File: src/rtl/tu_chain_sched.sv
// ---------------------------------------------------------------------------
// tu_chain_sched
//   Hands a single pass token to a chain of test units (TU0..TU(NUM_TU-1)),
//   one unit at a time. It waits for the holder's to_down_pass, applies a
//   per-unit timeout, and records which units timed out. It also records
//   whether the run was cut short by abort.
//
// Ports
//   clock         in   rising-edge clock for all logic
//   rst           in   synchronous, active-high reset
//   start         in   1-cycle pulse; begins a run when the sequencer is idle
//   abort         in   level; ends the current run (sampled in RUN/GAP only)
//   tu_up_pass    out  one-hot token to TU[i].from_up_pass, or all zero
//   tu_down_pass  in   TU[i].to_down_pass; only the holder's bit is looked at
//   busy          out  a run is in progress (RUN, GAP or FIN)
//   done          out  1-cycle pulse at the end of every run
//   cur_idx       out  index of the unit holding (or last holding) the token
//   timeout_mask  out  bit i set when TU i timed out during the last run
//   aborted       out  the last run was ended by abort
// ---------------------------------------------------------------------------
module tu_chain_sched #(
    parameter int NUM_TU    = 4,
    parameter int TIMEOUT_W = 16,
    parameter int TIMEOUT   = 1000,
    localparam int IDX_W    = (NUM_TU > 1) ? $clog2(NUM_TU) : 1
) (
    input  logic              clock,
    input  logic              rst,
    input  logic              start,
    input  logic              abort,
    output logic [NUM_TU-1:0] tu_up_pass,
    input  logic [NUM_TU-1:0] tu_down_pass,
    output logic              busy,
    output logic              done,
    output logic [IDX_W-1:0]  cur_idx,
    output logic [NUM_TU-1:0] timeout_mask,
    output logic              aborted
);

    typedef enum logic [1:0] {
        ST_IDLE,
        ST_RUN,
        ST_GAP,
        ST_FIN
    } state_t;

    localparam logic [TIMEOUT_W-1:0] CNT_LAST = TIMEOUT_W'(TIMEOUT - 1);
    localparam logic [IDX_W-1:0]     IDX_LAST = IDX_W'(NUM_TU - 1);

    state_t              state_q, state_d;
    logic [IDX_W-1:0]    idx_q, idx_d;
    logic [TIMEOUT_W-1:0] cnt_q, cnt_d;
    logic [NUM_TU-1:0]   mask_q, mask_d;
    logic                aborted_q, aborted_d;

    always_ff @(posedge clock) begin
        if (rst) begin
            state_q   <= ST_IDLE;
            idx_q     <= '0;
            cnt_q     <= '0;
            mask_q    <= '0;
            aborted_q <= 1'b0;
        end else begin
            state_q   <= state_d;
            idx_q     <= idx_d;
            cnt_q     <= cnt_d;
            mask_q    <= mask_d;
            aborted_q <= aborted_d;
        end
    end

    always_comb begin
        state_d   = state_q;
        idx_d     = idx_q;
        cnt_d     = cnt_q;
        mask_d    = mask_q;
        aborted_d = aborted_q;

        case (state_q)
            ST_IDLE: begin
                // Result flags from the previous run stay visible until a new
                // run is actually accepted.
                if (start) begin
                    state_d   = ST_RUN;
                    idx_d     = '0;
                    cnt_d     = '0;
                    mask_d    = '0;
                    aborted_d = 1'b0;
                end
            end

            ST_RUN: begin
                // Priority: abort, then completion, then timeout. A unit that
                // answers on its very last allowed cycle is not timed out.
                if (abort) begin
                    state_d   = ST_FIN;
                    aborted_d = 1'b1;
                    cnt_d     = '0;
                end else if (tu_down_pass[idx_q]) begin
                    state_d = ST_GAP;
                    cnt_d   = '0;
                end else if (cnt_q == CNT_LAST) begin
                    mask_d[idx_q] = 1'b1;
                    state_d       = ST_GAP;
                    cnt_d         = '0;
                end else begin
                    cnt_d = cnt_q + TIMEOUT_W'(1);
                end
            end

            ST_GAP: begin
                // One token-free cycle so the finished unit can release its
                // to_down_pass before the next unit is handed the token.
                cnt_d = '0;
                if (abort) begin
                    state_d   = ST_FIN;
                    aborted_d = 1'b1;
                end else if (idx_q == IDX_LAST) begin
                    state_d = ST_FIN;
                end else begin
                    idx_d   = idx_q + IDX_W'(1);
                    state_d = ST_RUN;
                end
            end

            ST_FIN: begin
                state_d = ST_IDLE;
            end

            default: begin
                state_d = ST_IDLE;
            end
        endcase
    end

    // Outputs decode directly from registered state, so they change only on
    // clock edges.
    always_comb begin
        tu_up_pass = '0;
        if (state_q == ST_RUN) begin
            tu_up_pass = NUM_TU'(1) << idx_q;
        end
    end

    assign busy         = (state_q != ST_IDLE);
    assign done         = (state_q == ST_FIN);
    assign cur_idx      = idx_q;
    assign timeout_mask = mask_q;
    assign aborted      = aborted_q;

endmodule

File: config.mk
export PLATFORM = sky130hd
export DESIGN_NAME = tu_chain_sched
export DESIGN_NICKNAME = d
export VERILOG_FILES = /design/src/rtl/tu_chain_sched.sv
export SDC_FILE = /design/constraint.sdc
export NUM_CORES = 1
export LEC_CHECK = 0
export CORE_UTILIZATION = 45
export DETAILED_ROUTE_END_ITERATION = 12
export PLACE_DENSITY_LB_ADDON = 0.25
export SYNTH_ARGS = -nofsm -noshare
export SYNTH_HDL_FRONTEND = slang
export SYNTH_SLANG_ARGS = --single-unit
File: constraint.sdc
create_clock -name clock -period 2.6 [get_ports clock]
set_clock_uncertainty 0.2 [all_clocks]
set_input_delay 0.52 -clock clock [delete_from_list [all_inputs] [get_ports clock]]
set_output_delay 0.52 -clock clock [all_outputs]
set_load 0.1 [all_outputs]
# Word level (Yosys, flattened, before mapping)
# Index checks and enable logic that the tools add are counted.
# W data, S select, Z words.
# totals
ff_bits	25
# op_classes
addsub	2
n_shift	1
n_mux	29
n_reduce_logical	13
eq_ne	13
magnitude_cmp	2
n_bitwise	1
# ops
operator	n
$mux W16	4
$pmux W16 S3	1
$mux W4	5
$mux W2	9
$add A16 B1 Y16 const B	1
$eq A16 B10 Y1 const B	1
$ne A2 B2 Y1 const B	6
$pmux W2 S4	1
$pmux W4 S2	1
$reduce_bool A2 Y1	4
$eq A2 B2 Y1 const B	3
$reduce_and A5 Y1	1
$mux W1	4
$ne A4 B4 Y1 const B	1
$or A4 B4 Y4	1
$pmux W2 S2	1
$reduce_and A2 Y1	2
$reduce_and A4 Y1	1
$shl A1 B2 Y4 const A	1
$lt A2 B3 Y1 const B	1
$reduce_and A3 Y1	1
$reduce_bool A3 Y1	1
$add A2 B1 Y2 const B	1
$bmux W1 S2	1
other kinds (8)	8

# Longest topological paths before layout
# Gate-level depths: netlist of the first run.
# logic_depth
ltp_word	9
mapped_depth	8
mapped_depth_nobuf	6

# Worst setup path after synthesis of the first run
# OpenSTA, ideal clock, no wires.
# synth_timing
kind	reg-to-output
start	register idx_q[0] (netlist: cur_idx[0])
end	output tu_up_pass[3]
path_slack_ns	-0.239
path_stages_with_launch	3
arrival_ns	2.119
path_cell_list	dfxtp_1 -> ha_1 -> and2_1
# synth_via
elab_chain_len	2
# synth_rtl
element	line_no	source
from (decl)	51	logic [IDX_W-1:0] idx_q, idx_d;
from (signal assigned)	65	idx_q <= idx_d;
$shl A1 B2 Y4	141	tu_up_pass = NUM_TU'(1) << idx_q;
$mux W4	140	if (state_q == ST_RUN) begin
to (decl)	31	output logic [NUM_TU-1:0] tu_up_pass,
# No other way between the ends.

# Worst setup path after layout of the first run
# layout_timing
start	register state_q[0]
end	register cnt_q[15]
# layout_via
elab_chain_len	3
# layout_rtl
element	line_no	source
from (decl)	50	state_t state_q, state_d;
from (signal assigned)	64	state_q <= state_d;
$eq A2 B1 Y1 (tied with other cells)	79	case (state_q)
$reduce_bool A3 Y1 (no line) or $ne A2 B2 Y1 (tied branches)	n/a	
$reduce_and A2 Y1 (no line)	n/a	
to (signal assigned)	66	cnt_q <= cnt_d;
to (decl)	52	logic [TIMEOUT_W-1:0] cnt_q, cnt_d;
# Several ways; a longest one is shown, not always the timed one.
# A chain may end at the register's enable or synchronous reset.

==> reports/qor.csv, run 1 <==
metric,value,unit
synth.area.top_cells,"dfxtp_1 36%, ha_1 8.9%, a211oi_1 5.9%",
clockBufferDepth,2,
cts_tree,yes,
hold_path_class,reg2reg,
num_antenna_cells,0,
tightestPinTransition,0.6220,ns
synth.area.mux_share,3.117,%
yosys.area.top_type,dfxtp_1,
max_freq,412.6,MHz
finalNonFillerCells,217,
die_y,57.88,um
area_growth,26.27,%
ys_types,43,
htree_levels,1,
worst_setup_path_end_kind,flop,
outcome,completed,
drtIter0Drc,29,
path_clk_slew,0.12,ns
dpl.cell_count,213,
post-cts-setup-buffer-count,0,
vias_per_cell,5.995,
grt_max_degree,24,
crit_family,simple AND/OR/NAND/NOR gates,
synthAdderAreaFrac,8.905,%
num_io_pins,21,
min_period_over_period,93.21,%
synth_top_area_share,35.62,%
clock_sinks,25,
ys_seq_elements,25,
required,2.65,ns
postCtsHoldBufs,0,
slew_headroom,57.99,%
cp_slowest_cell,or4b_4,
synth_compound_area_share,20.39,%
cpPeakStageDelay,0.58,ns
p_leak,0.6489,nW
clock-root-buffer,clkbuf_4,
totalWireLength,3140,um
synth_edf_count,0,
worst-path-buf-inv,1,
die_area,3350,um^2
avgSynthCellArea,9.007,um^2
synth_top_flop_cell,dfxtp_1,
setup_violations,0,
drcViolationCount,0,
whs,0.2967,ns
routedWlPerCell,14.47,um
tns,0,ns
grt_use_total,20.51,%
cts_buffers,3,
regArea,503.0,um^2
syn_inst,156,
yosys_warnings,0,
report.final.slew_viol_count,0,
placed_area,1738,um^2
fin_util,62.19,%
firstDrtPassIters,4,
p_sw_share,35.54,%
power.total,0.8615,mW
num-fill-cells,253,
synth_fp_nets,174,
vias,1301,
synth_top_family_by_area,simple AND/OR/NAND/NOR gates,
synth_simple_gate_area_share,25.11,%
synthTopCellsByCount,"25 x dfxtp_1, 11 x a211oi_1, 10 x ha_1, 10 x nand2_1, 9 x inv_1",
fin_area,1774,um^2
critical_path.startpoint_type,flop,
async_flop_share,0,%
gp_congestion,0.7561,
layout_setup_ws,0.1765,ns
worstSetupPathType,reg2reg,
drive_above_1_share,19.89,%
start_util,49.25,%
antenna_found_initial,0,
hpwl,2373,um
synthMostInstantiatedCell,dfxtp_1,
netlist_area,1405,um^2
num_rows,19,
clkPwrFrac,20.4,%
multi_input_area,843.3,um^2
max-vdd-ir-drop,0.0003615,V
final.min_clock_period,2.423,ns
place.port_buffers,20,
hold_viol_final,0,
power.switching,0.3062,mW
yosysSeqAreaShare,35.62,%
critical_path.max_fanout,11,
fin_nets,205,
cellPowerDensity,485.6,nW/um^2
fp.coreArea,2853,um^2
synth_xor_area_share,1.870,%
ant_nets,0,
crit_chain,inv_1 > ha_1 > nor2b_4 > or4b_4 > or4_1 > a211oi_2,
arrival,2.47,ns
seq_power_share,46.4,%
insertion_delay,0.33,ns
grt_pass1_vias,1299,
grt_pass1_wl,5430,um
rsz0062_at_grt,false,
power_frac_comb,33.1,%
drv_cap,0,
dieWidth,57.88,um
grt-ovfl-total,0,
p_int,0.5553,mW
pre_cts_ws,-0.2427,ns
-- final cells by class --
class	count	share of cell area, %
inverter	9	1.904
tap	31	2.186
multi-input combinational	115	47.53
sequential	25	28.35
clock buffer	3	1.269
timing repair buffer	33	18.48
clock inverter	1	0.2821
-- layer usage --
layer,vias up,wire length (um),global-route usage (%)
li1,652,-,-
met1,618,1459,24.83
met2,24,1542,36.95
met3,7,92,3.348
met4,0,45,6.463
met5,-,0,0
-- power by group through the flow --
stage | clock network, mW | registers (mW) | logic (mW)
5_1_grt | 0.195 | 0.402 | 0.303
2_1_floorplan | 0 | 0.428 | 0.167
3_5_place_dp | 0 | 0.409 | 0.282
3_3_place_gp | 0 | 0.408 | 0.281
6_report | 0.176 | 0.400 | 0.285
4_1_cts | 0.183 | 0.400 | 0.284
-- cell families (layout without fill, tap and decap cells) --
kind of cell	after synthesis	after routing
and+or+nand+nor	59	59
AOI/OAI and AO/OA	40	40
DFF	25	25
buffers and inverters	16	46
adders and majority gates	10	10
xor gates and xnor gates	3	3
muxes	3	3
-- worst register-to-register path: cells and delay by family, from the launching register on --
kind                     cells  cell delay [ns]
AND/OR/NAND/NOR              3             1.23
flip-flops                   1             0.42
AO/OA/AOI/OAI                1             0.22
adder cells (fa/ha/maj)      1             0.21
buffers and inverters        1             0.08
-- path summary, 6_finish.rpt --
path,from,end,slack (ns),depth (start not counted)
worst min register to register,cnt_q[1],cnt_q[1],0.30,2
worst min-delay path,cnt_q[1],cnt_q[1],0.30,2
worst max register to register,state_q[0],cnt_q[15],0.18,6
worst max-delay path,state_q[0],cnt_q[15],0.18,6
-- what timing repair did --
action	4_1_cts	5_1_grt
setup endpoints to repair	0	4
resized for setup	0	2
hold endpoints to repair	0	0
-- sequential cells by signal, summed over array words and instances (netlist names) --
name	count
aborted	1
cnt_q	16
cur_idx	2
state_q	2
timeout_mask	4
-- cells in the final DEF, fill, tap and decap left out, drive strengths merged, types with 6 or more instances in the layout --
cell type,count
buf,26
nand2,10
clkdlybuf4s50,7
nor3,7
o31ai,6
ha,10
inv,9
a21oi,6
or4,8
a211oi,11
dfxtp,25
(Power assumes the default switching activity.)
==> inputs of run 2 (changes only) <==
- DONT_BUFFER_PORTS: unset -> 1
- RECOVER_POWER: unset -> 50
==> run 2 against run 1 <==
  * Global-route usage decreased by 1.2 points
  * Sequential power about the same
  * First-iteration DRC count increased by 110%
  * Cell count decreased by 6.5%
  * Clock power about the same
  * Via count decreased by 3.8%
  * Wire length decreased by 3.4%
  * Non-clock buffer count decreased by 14
  * Register-to-register slack got worse by 0.05 ns
  * Critical endpoint is now cnt_q[11]
  * Largest cell class unchanged
  * Largest power group unchanged
==> reports/qor.csv, run 2 (same netlist as run 1, synthesis figures left out) <==
metric,value,unit,change
p_leak,0.5461,nW,-16%
cp_slowest_cell,or4b_4,,
slew_headroom,18.66,%,-39 points
largest_reg_flops,16,,unchanged
die_area,3350,um^2,unchanged
rrSetupSlack,0.13,ns,-0.05 ns
layout_common_cells,"23 x dfxtp_1, 11 x a211oi_1, 10 x nand2_1, 10 x ha_1",,
worst_setup_path_end_kind,flop,,
layout_commonest_cell,dfxtp_1,,
hold_path_class,in2reg,,
gp_congestion,0.7758,,+2.6%
top_register,cnt_q,,
routedWlPerCell,14.94,um,+3.3%
cpPeakStageDelay,0.59,ns,about the same
drtIter0Drc,61,,+110%
whs,0.04720,ns,-0.2495 ns
hpwl,2300,um,-3.1%
pre_cts_ws,0.02287,ns,+0.2656 ns
clock-root-buffer,clkbuf_4,,
area_growth,10.42,%,
fp.coreArea,2853,um^2,unchanged
vias_per_cell,6.163,,+2.8%
max-vdd-ir-drop,0.0003257,V,-9.9%
firstDrtPassIters,4,,unchanged
tightestPinTransition,1.220,ns,+0.5981 ns
outcome,completed,,
max_freq,404.3,MHz,-2.0%
required,2.63,ns,-0.02 ns
num_antenna_cells,0,,unchanged
crit_chain,inv_1 > ha_1 > nor2b_4 > or4b_4 > or4_1 > a211oi_1,,
drcViolationCount,0,,unchanged
worst-path-buf-inv,1,,unchanged
place.port_buffers,0,,-100%
min_period_over_period,95.13,%,+1.9 points
postCtsHoldBufs,0,,unchanged
ant_nets,0,,unchanged
final.min_clock_period,2.473,ns,+0.04985 ns
cts_buffers,3,,unchanged
layout_setup_ws,0.1267,ns,-0.04985 ns
report.final.slew_viol_count,0,,unchanged
placed_area,1553,um^2,-11%
arrival,2.50,ns,+0.03 ns
tns,0,ns,unchanged
drive_above_1_share,13.37,%,-6.5 points
critical_path.startpoint_type,flop,,
rsz0062_at_grt,false,,
setup_violations,0,,unchanged
worstSetupPathType,reg2reg,,
totalWireLength,3033,um,-3.4%
cts_tree,yes,,
crit_family,simple AND/OR/NAND/NOR gates,,
grt_use_total,19.26,%,-1.2 points
num_io_pins,21,,unchanged
hold_viol_final,0,,unchanged
dieWidth,57.88,um,unchanged
insertion_delay,0.32,ns,about the same
num_rows,19,,unchanged
clock_sinks,25,,unchanged
finalNonFillerCells,203,,-6.5%
grt_max_degree,25,,+4.2%
antenna_found_initial,0,,unchanged
grt_pass1_vias,1217,,-6.3%
path_clk_slew,0.14,ns,+0.02 ns
vias,1251,,-3.8%
critical_path.max_fanout,12,,+1
grt-ovfl-total,0,,unchanged
htree_levels,1,,unchanged
cellPowerDensity,518.0,nW/um^2,+6.7%
dpl.cell_count,199,,-6.6%
die_y,57.88,um,unchanged
grt_pass1_wl,5099,um,-6.1%
fin_area,1551,um^2,-13%
drv_cap,0,,unchanged
fin_nets,191,,-6.8%
start_util,49.25,%,unchanged
post-cts-setup-buffer-count,0,,unchanged
clockBufferDepth,2,,unchanged
==> run 2: worst register-to-register path, stage by stage (launching register included) <==
cell and delay [ns]:
dfxtp_1 0.42, inv_1 0.08, ha_1 0.22, nor2b_4 0.16
or4b_4 0.59, or4_1 0.48, a211oi_1 0.24
==> run 2: repair_timing <==
item,4_1_cts,5_1_grt
gates resized for setup,0,1
endpoints found under the setup margin,0,5
endpoints found under the hold margin,0,0
==> run 2: path summary, 6_finish.rpt <==
kind | from | end | depth (start not counted)
worst max-delay path | state_q[0] | cnt_q[11] | 6
worst max register to register | state_q[0] | cnt_q[11] | 6
worst min-delay path | rst | cnt_q[0] | 1
worst min register to register | cnt_q[1] | cnt_q[1] | 2
==> run 2: cell type report <==
type | instances | area (um^2)
Fill cell | 282 | 1301
Multi-Input combinational cell | 115 | 838.3
Sequential cell | 25 | 503.0
Timing Repair Buffer | 19 | 111.4
Tap cell | 31 | 38.79
Inverter | 9 | 33.78
Clock buffer | 4 | 26.28
==> run 2: metal layers <==
metal	routed length, um	part of all wire (%)	GRT usage (%)	vias up
met5	0	0	0	-
met4	38	1.3	7.143	0
met3	82	2.7	3.125	4
met2	1517	50	34.81	22
met1	1394	46	22.78	599
li1	-	-	-	626
==> run 2: where the power goes <==
part / switching, mW / internal (mW) / total (mW)
Sequential: 0.00734 / 0.391 / 0.399
Combinational: 0.165 / 0.0661 / 0.231
Clock: 0.114 / 0.0600 / 0.174
==> run 2: through the flow <==
step	power (mW)	util [%]
after global routing	0.8453	54.39
after CTS	0.8192	55.35
after floorplan	0.5948	-
final	0.8037	54.39
after detailed placement	0.6458	54.43
after global placement	0.6407	54.43
